--- config.mk ---
export PLATFORM = sky130hd
export DESIGN_NAME = activation_packer
export DESIGN_NICKNAME = d
export VERILOG_FILES = /design/src/rtl/activation_packer.sv
export SDC_FILE = /design/constraint.sdc
export NUM_CORES = 1
export LEC_CHECK = 0
export BUFFER_PORTS_ARGS = -buffer_cell sky130_fd_sc_hd__clkbuf_2
export CORE_MARGIN = 2
export CORE_UTILIZATION = 40
export DETAILED_ROUTE_END_ITERATION = 12
export PLACE_DENSITY = 0.64
export SYNTH_ARGS = -nofsm -noshare
export SYNTH_HDL_FRONTEND = slang
export SYNTH_SLANG_ARGS = --single-unit
--- constraint.sdc ---
create_clock -name clk -period 2.9 [get_ports clk]
set_input_delay 0.145 -clock clk [delete_from_list [all_inputs] [get_ports clk]]
set_output_delay 0.145 -clock clk [all_outputs]
set_load 0.005 [all_outputs]
--- src/rtl/activation_packer.sv ---
// activation_packer
//   Tail of the dot-product result stream. Each accepted 2W-bit signed
//   accumulator is rescaled to W-bit fixed point (round half up, shift by
//   FRAC), optionally ReLU-clamped, saturated, and written into the next slot
//   of a D-element vector. When D elements are in, the vector is held behind
//   a valid/ready handshake until the next layer takes it.
//
// Ports
//   clk         system clock
//   rst         synchronous, active-high reset
//   in_acc      signed accumulator (2*W bits)
//   in_v        in_acc valid; beat transfers when in_v && in_ready
//   in_ready    registered; high while collecting
//   packed_out  D*W vector, element i at [W*(D-i-1) +: W] (element 0 in MSBs)
//   out_v       registered; high while a complete vector is held
//   out_ready   downstream accepts the vector when out_v && out_ready
//   sat_flag    sticky: some element saturated since reset

// Per-beat conversion: round, shift, ReLU, saturate. Purely combinational.
module activation_packer_conv #(
   parameter int W    = 16,
   parameter int FRAC = 12,
   parameter int RELU = 1
) (
   input  logic [2*W-1:0] acc,
   output logic [W-1:0]   elem,
   output logic           sat
);
   localparam int RSH = (FRAC > 0) ? FRAC - 1 : 0;
   localparam logic signed [2*W:0] ONE  = 1;
   localparam logic signed [2*W:0] RND  = (FRAC > 0) ? (ONE <<< RSH) : '0;
   localparam logic signed [2*W:0] MAXV = (ONE <<< (W - 1)) - ONE;
   localparam logic signed [2*W:0] MINV = -(ONE <<< (W - 1));

   // One extra bit so adding the rounding constant can never wrap.
   logic signed [2*W:0] r;
   logic signed [2*W:0] s;

   always_comb begin
      r    = $signed({acc[2*W-1], acc}) + RND;
      s    = r >>> FRAC;
      // ReLU runs before the range check, so a clamp to zero is never
      // counted as saturation.
      if (RELU != 0 && s < 0) s = '0;
      sat  = 1'b0;
      elem = s[W-1:0];
      if (s > MAXV) begin
         elem = MAXV[W-1:0];
         sat  = 1'b1;
      end else if (s < MINV) begin
         elem = MINV[W-1:0];
         sat  = 1'b1;
      end
   end
endmodule

module activation_packer #(
   parameter int W    = 16,
   parameter int D    = 8,
   parameter int FRAC = 12,
   parameter int RELU = 1
) (
   input  logic             clk,
   input  logic             rst,
   input  logic [2*W-1:0]   in_acc,
   input  logic             in_v,
   output logic             in_ready,
   output logic [D*W-1:0]   packed_out,
   output logic             out_v,
   input  logic             out_ready,
   output logic             sat_flag
);
   localparam int IW = (D > 1) ? $clog2(D) : 1;

   typedef enum logic {COLLECT, FULL} state_t;

   state_t                state;
   logic [IW-1:0]         idx;
   logic [D-1:0][W-1:0]   slots;
   logic [W-1:0]          elem;
   logic                  elem_sat;
   logic                  accept;
   logic [IW-1:0]         slot_sel;

   activation_packer_conv #(.W(W), .FRAC(FRAC), .RELU(RELU)) u_conv (
      .acc  (in_acc),
      .elem (elem),
      .sat  (elem_sat)
   );

   // in_ready is only ever high in COLLECT, so accept never fires in FULL.
   assign accept   = in_v && in_ready;
   // Element idx lives in the slot counted down from the MSB end.
   assign slot_sel = IW'(D - 1) - idx;
   assign packed_out = slots;

   // in_ready/out_v are loaded together with the next state so they always
   // mirror it without any combinational path from in_v or out_ready.
   always_ff @(posedge clk) begin
      if (rst) begin
         state    <= COLLECT;
         idx      <= '0;
         in_ready <= 1'b1;
         out_v    <= 1'b0;
         slots    <= '0;
         sat_flag <= 1'b0;
      end else begin
         case (state)
            COLLECT: begin
               if (accept) begin
                  slots[slot_sel] <= elem;
                  if (elem_sat) sat_flag <= 1'b1;
                  if (idx == IW'(D - 1)) begin
                     idx      <= '0;
                     state    <= FULL;
                     in_ready <= 1'b0;
                     out_v    <= 1'b1;
                  end else begin
                     idx <= idx + 1'b1;
                  end
               end
            end
            FULL: begin
               // Returning to COLLECT costs one cycle: the beat waiting
               // upstream is taken on the following edge, not this one.
               if (out_ready) begin
                  state    <= COLLECT;
                  in_ready <= 1'b1;
                  out_v    <= 1'b0;
               end
            end
            default: begin
               state    <= COLLECT;
               idx      <= '0;
               in_ready <= 1'b1;
               out_v    <= 1'b0;
            end
         endcase
      end
   end
endmodule

==> flow_summary.yaml <==
status:
  status: "complete, no violations"
die:
  rows: 42
  pin_count: 167
  start_util: 0.405
  dieArea_sq_mm: 0.0142
  core_area_sq_mm: 0.0131
  fp.dieH_microns: 119
  die_width_microns: 119
synthesis:
  syn-cell-area_sq_mm: 0.00532
  async_flop_share: 0
  syn_inst: 560
  synth-compound-area-share: 0.212
  synthMuxAreaShare: 0.00188
  ys_warn_count: 0
  synth_top_family_by_area: "compound AO/OA/AOI/OAI gates"
  avgSynthCellArea_sq_um: 9.50
  ys_types: 36
  synth_xor_area_frac: 0.0247
  yosys.area_share.simple: 0.182
  synthFlopType: "dfxtp_1"
  synth_top_cell_area_share: 0.508
  postSynthNetCount: 599
  synth_area_leader_cell: "dfxtp_1"
  ys_seq_area_frac: 0.508
  synth_enable_flop_cells: 0
  synthAdderAreaFrac: 0.00706
  ys_ff_latch: 135
  synthTopCellsByArea: "dfxtp_1, a311oi_1, nor2_1"
route:
  ant_nets: 0
  vias_per_cell: 5.52
  dr.pass1.iters: 5
  wl_per_cell_microns: 18.0
  wirelength_microns: 15600
  num_vias: 4785
  drt-initial-drc-count: 471
  drcViolationCount: 0
critical_path:
  cp_slowest_cell: "buf_12"
  crit_type: "primary input to register"
  worst_path_most_repeated_cell: "nor4_4"
  crit_chain: "clkbuf_2 > ha_1 > nand4_1 > nor4_4 > xnor2_1 > o22ai_1 > nor4_4 > buf_12 > a311oi_1"
  cp-end-kind: "register"
  max_stage_delay_ns: 0.46
  startpoint: "in_acc[11]"
  required_ns: 3.16
  critPathMaxFanout: 121
  arrival_ns: 2.44
  start_kind: "primary input"
  worst-path-buf-inv: 2
  crit_family: "simple AND/OR/NAND/NOR gates"
  r2r_start: "state$_SDFF_PP0_"
grt:
  grt_pass1_wl_microns: 23400
  antenna_found_initial: 0
  grt_max_degree: 122
  grt_usage: 0.215
  grt_overflow_total: 0
  grt_pass1_vias: 4221
timing:
  worst_slew_pin_slew_ns: 0.818
  final_max_slew_viol_count: 0
  period_share: 0.754
  final-hold-violation-count: 0
  min_period_ns: 2.19
  setup-violations-final: 0
  rsz0062_at_grt: "no"
  fin_ws_ns: 0.712
  fin_tns_setup_ns: 0
  slew_headroom: 0.455
  max_freq_mhz: 457
  fin_skew_ns: 0.00954
clock_network:
  cts_buffers: 17
  cts_setup_buffers: 0
  clock_sinks: 135
  cts_resized: 0
  cts_max_level: 4
  holdBufCountCts: 0
  cts-root-buf: "clkbuf_16"
  clock_latency_ns: 0.42
  clk_pin_slew_worst_paths_ns: 0.06
  cts_tree: "built"
  cts_buffer_depth: 2
place:
  pre_cts_slack_ns: 0.339
  gp_congestion: 0.897
  port_buffers: 155
  place_hpwl_microns: 9760
cells_and_area:
  fin_util: 0.510
  diodes: 0
  finalNetCount: 717
  syn_to_final_growth_pct: 26.1
  multi_input_area_sq_mm: 0.00231
  fill_cells: 1279
  ff_latch_area_sq_mm: 0.00270
  drive_above_1_share: 0.308
power:
  p_per_area_mw_per_mm2: 658
  power_mw: 4.41
  p_leak_nw: 2.56
  vdd_drop_max_v: 0.000323
worst_hold_path:
  min_from: "out_ready"
  holdCritPathClass: "primary input to register"
job:
  drv_cap: 0
==> routing by layer <==
layer	vias to the layer above	track usage	wire length [microns]
met3	22	0.0541	1080
met4	0	0.0934	360
met5	-	0	0
met2	181	0.331	7410
met1	2265	0.287	6800
li1	2317	-	-
==> registers in the layout, indices dropped and copies added (netlist names) <==
name	cells
idx	3
in_ready	1
out_v	1
packed_out	128
sat_flag	1
state	1
==> per-stage QoR <==
step | instance area, sq um | hold slack [ns] | cells
detailed placement | 6120 | 0.458 | 835
global route | 6710 | 0.0458 | 867
finish | 6710 | 0.0337 | 867
global placement | 6120 | 0.438 | 835
CTS | 6710 | 0.0202 | 867
floorplan | 5320 | 0.320 | 560
==> kinds of logic after synthesis <==
family                     Yosys count
and+or+nand+nor                    205
DFF                                135
AOI/OAI and AO/OA                  132
buffers and inverters               69
xor gates and xnor gates            15
adders and majority gates            3
muxes                                1
==> final cells by class <==
type                       instances  area share
clock buffer                      20      0.0681
timing repair buffer             165       0.131
sequential                       135       0.403
multi-input combinational        356       0.345
inverter                           3     0.00168
tap                              176      0.0328
clock inverter                    12      0.0188
==> worst paths after layout <==
check | to | slack, ns | depth (start not counted)
worst max-delay path | packed_out[16]$_SDFFE_PP0P_ | 0.71 | 9
worst min-delay path | out_v$_SDFFE_PP0P_ | 0.03 | 4
worst max register to register | packed_out[64]$_SDFFE_PP0P_ | 1.07 | 5
worst min register to register | packed_out[31]$_SDFFE_PP0P_ | 0.47 | 1
==> synth_stat cells (2+ instances only) <==
cell type and n:
buf_1 13, nand4_1 5, a21oi_1 6, nor2_1 129, or2_2 3, clkbuf_1 40
nor3b_1 9, buf_6 10, nor3_1 8, nand2_1 16, nand3_1 5, and3_1 2
nor4_4 2, nand2b_1 15, and3b_1 2, dfxtp_1 135, a311oi_1 120, xnor2_1 9
xor2_1 6, ha_1 3, nor4_1 3, buf_2 3, inv_1 3
==> power by group <==
group          switching (mW)  internal, mW  leakage, nW  total (mW)
clock network           0.796          1.30        0.274        2.10
registers              0.0320          1.91         1.09        1.94
logic                   0.249         0.121         1.19       0.370
==> tightest hold or removal path, cell delays in order <==
cell,delay [ns]
clkbuf_2,0.10
nand2_1,0.05
nand2_1,0.06
a21oi_1,0.05
==> layout by cell type, fill, tap and decap left out, types with 6 or more instances in the layout <==
cell type	n
a21oi_1	6
a311oi_1	120
buf_4	9
clkbuf_16	17
clkbuf_2	154
dfxtp_1	135
nand2_1	16
nand2b_1	15
nor2_1	126
nor3b_1	9
xnor2_1	9
xor2_1	6
No activity file was read; power rests on OpenSTA's default activity.
